## config.mk

```make
export PLATFORM = sky130hd
export DESIGN_NAME = imem_boot_controller
export DESIGN_NICKNAME = d
export VERILOG_FILES = /design/src/rtl/imem_boot_controller_pkg.sv /design/src/rtl/imem_ram.sv /design/src/rtl/imem_boot_controller.sv
export SDC_FILE = /design/constraint.sdc
export NUM_CORES = 1
export LEC_CHECK = 0
export BUFFER_PORTS_ARGS = -buffer_cell sky130_fd_sc_hd__buf_4
export CAP_MARGIN = 15
export CELL_PAD_IN_SITES_DETAIL_PLACEMENT = 1
export CELL_PAD_IN_SITES_GLOBAL_PLACEMENT = 2
export CORE_AREA = 2 2 145 182
export DETAILED_ROUTE_END_ITERATION = 7
export DIE_AREA = 0 0 147 184
export GPL_TIMING_DRIVEN = 0
export HOLD_SLACK_MARGIN = 0.05
export PLACE_DENSITY_LB_ADDON = 0.1
export SYNTH_ARGS = -nofsm -noshare
export SYNTH_HDL_FRONTEND = slang
export SYNTH_SLANG_ARGS = --single-unit
```

## constraint.sdc

```tcl
create_clock -name i_clk -period 2.8 [get_ports i_clk]
set_input_delay 0.28 -clock i_clk [delete_from_list [all_inputs] [get_ports i_clk]]
set_output_delay 0.28 -clock i_clk [all_outputs]
set_load 0.05 [all_outputs]
```

## src/rtl/imem_boot_controller_pkg.sv

```systemverilog
// Shared definitions for the instruction-store boot controller and the core decoder.
package imem_boot_controller_pkg;

    localparam int DW            = 16;
    localparam int DEPTH_DEFAULT = 16;
    localparam logic [DW-1:0] NOP = 16'd0;

    typedef enum logic [1:0] {
        ST_IDLE  = 2'd0,
        ST_CLEAR = 2'd1,
        ST_LOAD  = 2'd2,
        ST_RUN   = 2'd3
    } boot_state_e;

endpackage

```

## src/rtl/imem_ram.sv

```systemverilog
// Instruction RAM: one synchronous write port, one asynchronous read port, contents not reset.
module imem_ram
    import imem_boot_controller_pkg::*;
#(
    parameter int DEPTH = DEPTH_DEFAULT,
    parameter int AW    = $clog2(DEPTH)
) (
    input  logic          i_clk,
    input  logic          i_we,
    input  logic [AW-1:0] i_waddr,
    input  logic [DW-1:0] i_wdata,
    input  logic [AW-1:0] i_raddr,
    output logic [DW-1:0] o_rdata
);

    logic [DW-1:0] r_mem [DEPTH];

    always_ff @(posedge i_clk) begin
        if (i_we) begin
            r_mem[i_waddr] <= i_wdata;
        end
    end

    assign o_rdata = r_mem[i_raddr];

endmodule

```

## src/rtl/imem_boot_controller.sv

```systemverilog
// Boot loader and access arbiter: clears the instruction RAM, streams a program in,
// then releases the core and serves fetches.
module imem_boot_controller
    import imem_boot_controller_pkg::*;
#(
    parameter int DEPTH = DEPTH_DEFAULT,
    parameter int AW    = $clog2(DEPTH)
) (
    input  logic          i_clk,
    input  logic          i_reset,
    input  logic          i_load_start,
    input  logic          i_ld_valid,
    input  logic [DW-1:0] i_ld_data,
    input  logic          i_ld_last,
    output logic          o_ld_ready,
    input  logic [15:0]   i_fetch_pc,
    output logic [DW-1:0] o_fetch_instr,
    output logic          o_cpu_hold,
    output logic          o_busy,
    output logic [AW:0]   o_word_count,
    output logic          o_overflow
);

    localparam logic [AW:0]   FULL_COUNT  = (AW+1)'(DEPTH);
    localparam logic [AW-1:0] LAST_IDX    = AW'(DEPTH - 1);
    localparam logic [15:0]   FETCH_LIMIT = 16'(2 * DEPTH);

    boot_state_e r_state;
    boot_state_e w_state_nxt;

    logic [AW-1:0] r_clr_idx;
    logic [AW:0]   r_word_count;
    logic          r_overflow;

    logic          w_enter_clear;
    logic          w_xfer;
    logic          w_full;
    logic          w_we;
    logic [AW-1:0] w_waddr;
    logic [DW-1:0] w_wdata;
    logic [DW-1:0] w_rdata;
    logic          w_fetch_ok;

    assign w_full = (r_word_count == FULL_COUNT);

    always_ff @(posedge i_clk) begin
        if (i_reset) begin
            r_state <= ST_IDLE;
        end else begin
            r_state <= w_state_nxt;
        end
    end

    always_comb begin
        w_state_nxt   = r_state;
        w_enter_clear = 1'b0;
        w_xfer        = 1'b0;
        w_we          = 1'b0;
        w_waddr       = r_clr_idx;
        w_wdata       = NOP;
        case (r_state)
            ST_IDLE: begin
                if (i_load_start) begin
                    w_state_nxt   = ST_CLEAR;
                    w_enter_clear = 1'b1;
                end
            end
            ST_CLEAR: begin
                w_we = 1'b1;
                if (r_clr_idx == LAST_IDX) begin
                    w_state_nxt = ST_LOAD;
                end
            end
            ST_LOAD: begin
                w_xfer = i_ld_valid;
                if (i_ld_valid) begin
                    // words beyond capacity are accepted so the stream can drain
                    w_we    = !w_full;
                    w_waddr = r_word_count[AW-1:0];
                    w_wdata = i_ld_data;
                    if (i_ld_last) begin
                        w_state_nxt = ST_RUN;
                    end
                end
            end
            ST_RUN: begin
                if (i_load_start) begin
                    w_state_nxt   = ST_CLEAR;
                    w_enter_clear = 1'b1;
                end
            end
            default: w_state_nxt = ST_IDLE;
        endcase
    end

    always_ff @(posedge i_clk) begin
        if (i_reset) begin
            r_clr_idx    <= '0;
            r_word_count <= '0;
            r_overflow   <= 1'b0;
        end else if (w_enter_clear) begin
            r_clr_idx    <= '0;
            r_word_count <= '0;
            r_overflow   <= 1'b0;
        end else if (r_state == ST_CLEAR) begin
            r_clr_idx <= r_clr_idx + 1'b1;
        end else if (w_xfer) begin
            if (w_full) begin
                r_overflow <= 1'b1;
            end else begin
                r_word_count <= r_word_count + 1'b1;
            end
        end
    end

    imem_ram #(
        .DEPTH (DEPTH),
        .AW    (AW)
    ) u_ram (
        .i_clk   (i_clk),
        .i_we    (w_we),
        .i_waddr (w_waddr),
        .i_wdata (w_wdata),
        .i_raddr (i_fetch_pc[AW:1]),
        .o_rdata (w_rdata)
    );

    assign w_fetch_ok    = (r_state == ST_RUN) && (i_fetch_pc < FETCH_LIMIT);
    assign o_fetch_instr = w_fetch_ok ? w_rdata : NOP;
    assign o_ld_ready    = (r_state == ST_LOAD);
    assign o_cpu_hold    = (r_state != ST_RUN);
    assign o_busy        = (r_state == ST_CLEAR) || (r_state == ST_LOAD);
    assign o_word_count  = r_word_count;
    assign o_overflow    = r_overflow;

endmodule

```

==> impl_metrics.json, run 1 <==
{
  "h-tree-depth": 1,
  "clkSlewWorstSetupHoldPaths_ns": 0.06,
  "drive_gt1_share_pct": 35.4,
  "skew_ns": 0.0294,
  "layout_common_cells": "edfxtp_1, mux4_2, buf_4",
  "n_fill_cell": 2263,
  "p_switching_mw": 2.12,
  "port_buffers": 57,
  "drv_cap": 0,
  "setup_viol": 0,
  "switching_share_pct": 23.3,
  "combPwrFrac_pct": 10.7,
  "ir_drop_uv": 598,
  "antenna_cells": 0,
  "numCtsBuffers": 26,
  "fmax_mhz": 374,
  "top_usage_layer": "met2",
  "ys_seq_area_share_pct": 74.2,
  "drt-initial-drc-count": 313,
  "synth_xor_area_share_pct": 0.574,
  "place_hpwl_mm": 16.4,
  "period_share_pct": 95.6,
  "wire_per_inst_um": 24.7,
  "wirelength_mm": 24.2,
  "critPathSlowestCell": "dfxtp_1",
  "post-route-util_pct": 51.3,
  "cpPeakStageDelay_ns": 0.39,
  "dieHeight_um": 184,
  "seqPwrFrac_pct": 50.5,
  "synth_top_family_by_area": "multiplexers",
  "use_met3_pct": 2.08,
  "worst_slew_pin_slew_ns": 1.02,
  "cts_tree": "done",
  "maxSlewViolCount": 0,
  "crit_chain": "ha_1, inv_1, nor4_2, nand4_1, buf_4, clkbuf_1, o22ai_1, buf_4",
  "ios": 62,
  "worstSkewPairLatency_ns": 0.54,
  "syn_to_final_growth_pct": 21.1,
  "ys_types": 39,
  "rsz0062_at_grt": "false",
  "start_kind": "flop",
  "core_um2": 25200,
  "synth-adder-area-share_pct": 0.702,
  "p_total_mw": 9.10,
  "row_count": 65,
  "cts.sinks": 268,
  "num_vias": 5304,
  "cts_root_buf": "clkbuf_16",
  "die_x_um": 147,
  "layout_min_cycle_time_ns": 2.68,
  "grt_max_degree": 17,
  "clk_path_buf_depth": 3,
  "cp_data_arrival_time_ns": 2.40,
  "synth.net_count": 565,
  "crit_fanout": 10,
  "seqCellArea_um2": 7930,
  "place_inst": 925,
  "powerDensity_nw_per_um2": 703,
  "ys_ff_latch": 268,
  "status": "finished clean",
  "grt_pass1_vias": 5888,
  "grt_overflow_total": 0,
  "hold_ws_ns": 0.284,
  "final_common_cell": "edfxtp_1",
  "p_int_mw": 6.97,
  "drc": 0,
  "hp-class": "in2reg",
  "synth-simple-area-share_pct": 4.00,
  "syn_inst": 522,
  "syn-cell-area_um2": 10700,
  "worstPathRequired_ns": 2.52,
  "synth-compound-area-share_pct": 1.70,
  "dieArea_um2": 27000,
  "hold_viol": 0,
  "endpoint_kind": "output pin",
  "cp_common_cell": "buf_4",
  "worst-setup-path-type": "reg2out",
  "slew_headroom_pct": 32.1,
  "final_cells": 981,
  "grt_util_met2_pct": 33.1,
  "gp_congestion": 0.744,
  "grt_antenna_before_repair": 0,
  "start_util_pct": 42.4,
  "grt_use_total_pct": 18.3,
  "p_leak_nw": 4.40,
  "tns_ns": 0,
  "yosysWarnings": 0,
  "ant_nets": 0,
  "layout.nets": 671,
  "synth.avg_cell_area_um2": 20.5,
  "grtUsageMet1_pct": 24.0,
  "pwr-share-clk_pct": 38.8,
  "grt_pass1_wl_mm": 36.9,
  "firstDrtPassIters": 6,
  "synthMuxAreaShare_pct": 17.0,
  "multi_input_area_um2": 2740,
  "vias_per_cell": 5.41
}
timing repair:
item                                    4_1_cts  5_1_grt
pin swaps                                     4        2
resized for setup                            15        8
endpoints found under the hold margin         2        0
hold buffers                                  1        0
endpoints found under the setup margin      187      129
setup buffers                                 5        4
state kept, by name, indices dropped and copies added (netlist names):
signal        cells
r_state           2
u_ram.r_mem     256
o_overflow        1
o_word_count      5
r_clr_idx         4
worst max-delay path, delay by kind of cell, from the launching register on:
kind	cells	cell delay, ns
AO/OA/AOI/OAI	1	0.25
buffers and inverters	4	0.76
AND/OR/NAND/NOR	2	0.32
flip-flops	1	0.39
adder cells (fa/ha/maj)	1	0.16
synthesized netlist by cell type, drive strengths merged:
cell type,n,area (um^2)
nand4b,3,26.3
nor3,6,30.0
and3b,2,17.5
mux2,2,26.3
mux2i,35,350
nor2,25,93.8
ha,6,75.1
nand2,10,37.5
buf,19,138
nand4,5,31.3
nand3,2,15.0
a221oi,1,8.76
nand2b,2,12.5
and2,1,6.26
o22ai,16,100
mux4,64,1440
nand3b,1,20.0
and3,16,100
a211oi,2,15.0
and4bb,1,12.5
nor4,3,18.8
clkbuf,9,35.0
xnor2,3,26.3
nor2b,1,6.26
a211o,1,8.76
inv,6,22.5
o21ai,3,15.0
edfxtp,256,7690
dfxtp,12,240
a21oi,3,15.0
xor2,4,35.0
a21o,1,7.51
o21bai,1,11.3
kinds of logic after synthesis:
logic type / count (synthesis)
AOI/OAI and AO/OA: 28
xor gates and xnor gates: 7
adders and majority gates: 6
buffers and inverters: 34
DFF: 268
muxes: 101
and+or+nand+nor: 78
final cells by class:
| type | instances | share of cell area, % |
|---|---|---|
| Inverter | 6 | 0.174 |
| Clock inverter | 16 | 1.52 |
| Clock buffer | 30 | 5.14 |
| Buffer | 28 | 1.37 |
| Tap cell | 335 | 3.24 |
| Multi-Input combinational cell | 220 | 21.1 |
| Sequential cell | 268 | 61.3 |
| Timing Repair Buffer | 78 | 6.15 |
worst paths after layout:
path,start,to,slack [ns],cells after the start
max,r_state[0]$_SDFFE_PP0P_,o_fetch_instr[6],0.12,8
min,i_ld_valid,o_word_count[0]$_SDFFE_PP0P_,0.28,5
max reg2reg,r_state[0]$_SDFFE_PP0P_,u_ram.r_mem[4][0]$_DFFE_PP_,0.16,8
min reg2reg,o_overflow$_SDFFE_PP0P_,o_overflow$_SDFFE_PP0P_,0.51,2
metrics by stage:
stage	setup slack, ns	instance area (um^2)
after floorplan	-0.165	10700
after global placement	-0.951	11600
after detailed placement	-0.296	11800
after CTS	0.0238	12800
after global routing	0.00756	12900
final	0.123	12900
power by group through the flow:
stage | clock network [mW] | registers, mW | logic, mW
after detailed placement | 0 | 4.68 | 0.924
after CTS | 3.60 | 4.59 | 0.983
after global placement | 0 | 4.67 | 0.881
after floorplan | 0 | 4.66 | 0.613
final | 3.53 | 4.59 | 0.976
after global routing | 3.74 | 4.60 | 1.05
per-layer routing:
metal | part of all wire [%] | vias up
met5 | 0 | -
met4 | 1.6 | 0
met3 | 2.8 | 29
met2 | 53 | 79
met1 | 42 | 2824
li1 | - | 2372
Power figures use the tool's default switching activity.
==> run 2: changes to the inputs <==
PLACE_DENSITY_LB_ADDON = 0.25   (was 0.1)
==> run 2 against run 1 <==
Compared with the run above: non-clock buffer count increased by 1; global-route usage shrank 0.069 points; final area decreased by 0.75%; clock skew decreased by 0.018 ns; register-to-register slack got worse by 0.06 ns; critical endpoint is now u_ram.r_mem[12][6]$_DFFE_PP_; largest cell class unchanged; highest routed layer unchanged.
==> impl_metrics.json, run 2 (synthesis results as in run 1) <==
{
  "status": "finished clean",
  "layout.nets": 671,
  "dpl-instance-area_um2": 11800,
  "rrSetupSlack_ns": 0.1,
  "vias_per_cell": 5.50,
  "grt_pass1_wl_mm": 36.2,
  "hold_ws_ns": 0.267,
  "period_share_pct": 96.4,
  "grt_use_total_pct": 18.2,
  "numCtsBuffers": 25,
  "h-tree-depth": 1,
  "clk_path_buf_depth": 3,
  "drt-initial-drc-count": 378,
  "start_kind": "flop",
  "setup_viol": 0,
  "fin_area_um2": 12800,
  "drv_cap": 0,
  "grt_antenna_before_repair": 0,
  "hp-class": "in2reg",
  "row_count": 65,
  "endpoint_kind": "flop",
  "worstReg2RegEnd": "u_ram.r_mem[12][6]$_DFFE_PP_",
  "cts_root_buf": "clkbuf_16",
  "die_x_um": 147,
  "drive_gt1_share_pct": 34.6,
  "ios": 62,
  "worst_slew_pin_slew_ns": 0.997,
  "gp_congestion": 0.731,
  "reg2reg_depth": 8,
  "top_register": "u_ram.r_mem",
  "final_common_cell": "edfxtp_1",
  "worstPathRequired_ns": 3.02,
  "layout_common_cells": "edfxtp_1, buf_4, mux4_2",
  "grt_overflow_total": 0,
  "num_vias": 5387,
  "startpoint": "r_state[0]$_SDFFE_PP0P_",
  "antenna_cells": 0,
  "layout_min_cycle_time_ns": 2.70,
  "cts.sinks": 268,
  "crit_fanout": 12,
  "core_um2": 25200,
  "post-route-util_pct": 50.9,
  "cts_tree": "done",
  "ir_drop_uv": 384,
  "port_buffers": 57,
  "wirelength_mm": 24.3,
  "min_to": "r_state[0]$_SDFFE_PP0P_",
  "drc": 0,
  "wire_per_inst_um": 24.9,
  "powerDensity_nw_per_um2": 687,
  "final_cells": 979,
  "r2r_start": "r_state[0]$_SDFFE_PP0P_",
  "grt_max_degree": 17,
  "maxSlewViolCount": 0,
  "grt_pass1_vias": 5809,
  "syn_to_final_growth_pct": 20.2,
  "start_util_pct": 42.4,
  "fmax_mhz": 370,
  "clkSlewWorstSetupHoldPaths_ns": 0.06,
  "hold_viol": 0,
  "rsz0062_at_grt": "true",
  "worstSkewPairLatency_ns": 0.51,
  "worst-setup-path-type": "reg2reg",
  "largest_reg_flops": 256,
  "slew_headroom_pct": 33.5,
  "dieHeight_um": 184,
  "place_hpwl_mm": 16.3,
  "hold_depth": 5,
  "min_from": "i_ld_last",
  "firstDrtPassIters": 4,
  "place_inst": 925,
  "p_leak_nw": 4.36,
  "ant_nets": 0,
  "skew_ns": 0.0119,
  "dieArea_um2": 27000,
  "cp_data_arrival_time_ns": 2.92
}
-- run 2: changes by cell type in the layout (fill, tap and decap cells not counted), moves of 2 or more --
cell      change
clkinv_1      +2
clkbuf_1      +2
clkinv_2      -3
buf_4         +2
-- run 2: layout make-up --
class / count / area (um^2)
well taps: 335 / 419
plain buffers: 27 / 174
repair buffers: 80 / 786
clock buffers: 32 / 652
fillers: 2321 / 12400
multi-input cells: 220 / 2740
inverters: 6 / 22.5
flip-flops and latches: 268 / 7930
clock inverters: 11 / 126
-- run 2: worst max-delay path by stage --
| stage | end | cells past startpoint |
|---|---|---|
| final | u_ram.r_mem[12][6]$_DFFE_PP_ | 8 |
| after global placement | u_ram.r_mem[10][15]$_DFFE_PP_ | 6 |
| after global routing | u_ram.r_mem[12][6]$_DFFE_PP_ | 8 |
| after detailed placement | u_ram.r_mem[6][0]$_DFFE_PP_ | 7 |
| after floorplan | u_ram.r_mem[10][0]$_DFFE_PP_ | 7 |
| after CTS | o_fetch_instr[14] | 7 |
-- run 2: timing repair --
item	in CTS	in global routing
gates resized for setup	16	5
endpoints found under the hold margin	2	0
cloned	0	0
hold buffers	1	0
pin swaps	3	2
setup endpoints to repair	182	105
buffers inserted	7	4
-- run 2: report_power, final --
group          switching, mW  internal, mW  leakage, nW
sequential            0.0452          4.54         2.48
combinational          0.612         0.349         1.51
clock                   1.36          1.91        0.375
total                   2.02          6.80         4.36
-- run 2: metrics by stage --
| stage | worst slack (ns) | power [mW] | setup TNS (ns) |
|---|---|---|---|
| 2_1_floorplan | -0.165 | 5.28 | -14.74 |
| 3_3_place_gp | -0.891 | 5.55 | -128.91 |
| 3_5_place_dp | -0.206 | 5.59 | -22.24 |
| 4_1_cts | 0.0250 | 8.90 | 0 |
| 5_1_grt | -0.0440 | 9.10 | -1.19 |
| 6_report | 0.0999 | 8.83 | 0 |
-- run 2: metal layers --
metal / track usage [%] / up-vias / part of all wire (%)
li1: - / 2364 / -
met1: 22.7 / 2876 / 40
met2: 32.8 / 110 / 53
met3: 3.15 / 37 / 4.1
met4: 5.23 / 0 / 2.0
met5: 0 / - / 0
-- run 2: critical path: stages, from the launching register on --
cell and delay, ns:
dfxtp_1 0.38, inv_1 0.06, ha_1 0.31, and2_1 0.21
buf_6 0.13, mux2_4 0.31, nand3b_4 0.31, nor2_2 0.47
buf_16 0.21
==> run 3: changes to the inputs <==
ABC_AREA = 1   (was unset)
CORE_AREA = 2 2 159 200   (was 2 2 145 182)
DIE_AREA = 0 0 161 202   (was 0 0 147 184)
==> run 3 against run 2 <==
Compared with the run above: synthesized area grew 4.6%; fmax grew 2.7%; non-clock buffer count grew 29; clock-buffer cell count fell by 2; largest power group unchanged; largest cell class unchanged; critical path type unchanged; setup slack better by 0.071 ns; first-iteration DRC count grew 37%; combinational power increased by 34%; sequential power increased by 1%; critical path depth unchanged; sequential share of layout area down 2.7 points.
==> impl_metrics.json, run 3 <==
{
  "grt_max_degree": 17,
  "drv_cap": 0,
  "core_um2": 30600,
  "min_from": "i_load_start",
  "die_x_um": 161,
  "r2r_start": "r_state[0]$_SDFFE_PP0P_",
  "powerDensity_nw_per_um2": 722,
  "synth-main-ff-cell": "edfxtp_1",
  "clkSlewWorstSetupHoldPaths_ns": 0.06,
  "skew_ns": 0.0217,
  "gp_congestion": 0.778,
  "synthTopCellsByCount": "nand2_1, edfxtp_1, nand3_1",
  "synth.area.top_cells": "edfxtp_1, nand2_1, nand3_1",
  "worst-setup-path-type": "reg2reg",
  "start_kind": "flop",
  "hold_ws_ns": 0.137,
  "drive_gt1_share_pct": 16.9,
  "ys_types": 25,
  "post-route-util_pct": 43.9,
  "cts_root_buf": "clkbuf_16",
  "slew_headroom_pct": 26.7,
  "synth.avg_cell_area_um2": 11.1,
  "ir_drop_uv": 463,
  "syn-cell-area_um2": 11200,
  "path_buf_inv": 3,
  "critPathSlowestCell": "nor2_2",
  "synth_top_area_share_pct": 68.8,
  "dieArea_um2": 32500,
  "worstSkewPairLatency_ns": 0.56,
  "cts.sinks": 268,
  "syn_inst": 1010,
  "hold_viol": 0,
  "hp-class": "in2reg",
  "cpPeakStageDelay_ns": 0.50,
  "status": "finished clean",
  "drc": 0,
  "wire_per_inst_um": 21.9,
  "period_share_pct": 93.9,
  "synth.net_count": 1053,
  "num_vias": 7875,
  "largest_reg_flops": 256,
  "ant_nets": 0,
  "yosysWarnings": 0,
  "maxSlewViolCount": 0,
  "rsz0062_at_grt": "true",
  "layout_common_cells": "nand2_1, edfxtp_1, nand3_1",
  "path_delay_family": "simple AND/OR/NAND/NOR gates",
  "startpoint": "r_state[0]$_SDFFE_PP0P_",
  "firstDrtPassIters": 5,
  "ys_seq_area_share_pct": 71.0,
  "grt_pass1_wl_mm": 51.2,
  "setup_viol": 0,
  "synth_top_area_cell": "edfxtp_1",
  "ys_ff_latch": 268,
  "yosysMostFrequentCell": "nand2_1",
  "numCtsBuffers": 27,
  "clk_path_buf_depth": 3,
  "rrSetupSlack_ns": 0.17,
  "hold_depth": 4,
  "start_util_pct": 36.5,
  "vias_per_cell": 5.08,
  "cp_data_arrival_time_ns": 2.87,
  "reg2reg_depth": 8,
  "worst_slew_pin_slew_ns": 1.10,
  "layout.nets": 1164,
  "endpoint_kind": "flop",
  "top_register": "u_ram.r_mem",
  "min_to": "r_clr_idx[3]$_SDFFE_PP0N_",
  "antenna_cells": 0,
  "synth-async-reset-ratio_pct": 0,
  "layout_min_cycle_time_ns": 2.63,
  "grt_antenna_before_repair": 0,
  "cts_tree": "done",
  "dieHeight_um": 202,
  "drt-initial-drc-count": 516,
  "worstPathRequired_ns": 3.05,
  "port_buffers": 58,
  "tns_ns": 0,
  "crit_chain": "inv_1, ha_1, nand2_2, buf_2, o21ai_0, nand2_1, nor2_2, buf_8",
  "final_common_cell": "nand2_1",
  "worstReg2RegEnd": "u_ram.r_mem[2][12]$_DFFE_PP_",
  "p_leak_nw": 5.11,
  "grt_overflow_total": 0,
  "synth-edff-count": 256,
  "ios": 62,
  "grt_use_total_pct": 21.3,
  "fmax_mhz": 380,
  "row_count": 72,
  "h-tree-depth": 1,
  "grt_pass1_vias": 8241,
  "place_hpwl_mm": 23.4,
  "syn_to_final_growth_pct": 20.3,
  "post-cts-setup-buffers": 0,
  "wirelength_mm": 34.0,
  "crit_fanout": 10
}
-- run 3: timing repair --
item | in CTS | in global routing
resized for setup | 0 | 3
endpoints found under the hold margin | 2 | 0
hold buffers | 1 | 0
setup endpoints to repair | 0 | 75
-- run 3: through the flow --
step / setup slack [ns] / instances / instance area [um^2] / power, mW
2_1_floorplan: 0.0666 / 1010 / 11200 / 5.45
3_3_place_gp: -0.539 / 1475 / 12100 / 5.92
3_5_place_dp: 0.0188 / 1497 / 12500 / 6.04
4_1_cts: 0.00265 / 1548 / 13400 / 9.78
5_1_grt: -0.0511 / 1549 / 13400 / 10.1
6_report: 0.171 / 1549 / 13400 / 9.70
-- run 3: logic make-up (layout without fill, tap and decap cells) --
kind of cell / after synthesis / after routing / synth area share [%]
adders and majority gates: 6 / 6 / 0.672
AOI/OAI and AO/OA: 66 / 66 / 3.17
buffers and inverters: 109 / 241 / 4.28
and+or+nand+nor: 559 / 559 / 20.8
DFF: 268 / 268 / 71.0
xor gates and xnor gates: 2 / 2 / 0.157
-- run 3: worst reg2reg max path: cells and delay by family (launching register included) --
family,cells,cell delay [ns]
AO/OA/AOI/OAI,1,0.38
AND/OR/NAND/NOR,3,0.88
adder cells (fa/ha/maj),1,0.22
flip-flops,1,0.33
buffers and inverters,3,0.52
-- run 3: per-layer routing --
layer / global-route usage [%] / vias up / wire, um
li1: - / 3705 / -
met1: 26.6 / 3931 / 14300
met2: 37.4 / 186 / 17000
met3: 2.81 / 53 / 1420
met4: 8.51 / 0 / 1290
met5: 0 / - / 0
-- run 3: final cells by class --
class,instances,area [um^2]
Inverter,55,206
Multi-Input combinational cell,633,2850
Sequential cell,268,7930
Timing Repair Buffer,82,773
Clock inverter,20,219
Tap cell,407,509
Buffer,54,272
Fill cell,3391,17200
Clock buffer,30,687
-- run 3: worst max-delay path by stage --
stage / end / slack [ns] / cells past startpoint
2_1_floorplan: u_ram.r_mem[0][0]$_DFFE_PP_ / 0.07 / 7
3_3_place_gp: u_ram.r_mem[1][11]$_DFFE_PP_ / -0.54 / 7
3_5_place_dp: u_ram.r_mem[4][10]$_DFFE_PP_ / 0.02 / 7
4_1_cts: u_ram.r_mem[4][8]$_DFFE_PP_ / 0.003 / 7
5_1_grt: u_ram.r_mem[3][13]$_DFFE_PP_ / -0.05 / 8
6_report: u_ram.r_mem[2][12]$_DFFE_PP_ / 0.17 / 8
-- run 3: power breakdown --
group          internal, mW  switching (mW)  total [mW]
Clock                  2.22            1.54        3.76
Sequential             4.61          0.0413        4.65
Combinational         0.342           0.946        1.29
Total                  7.17            2.53        9.70
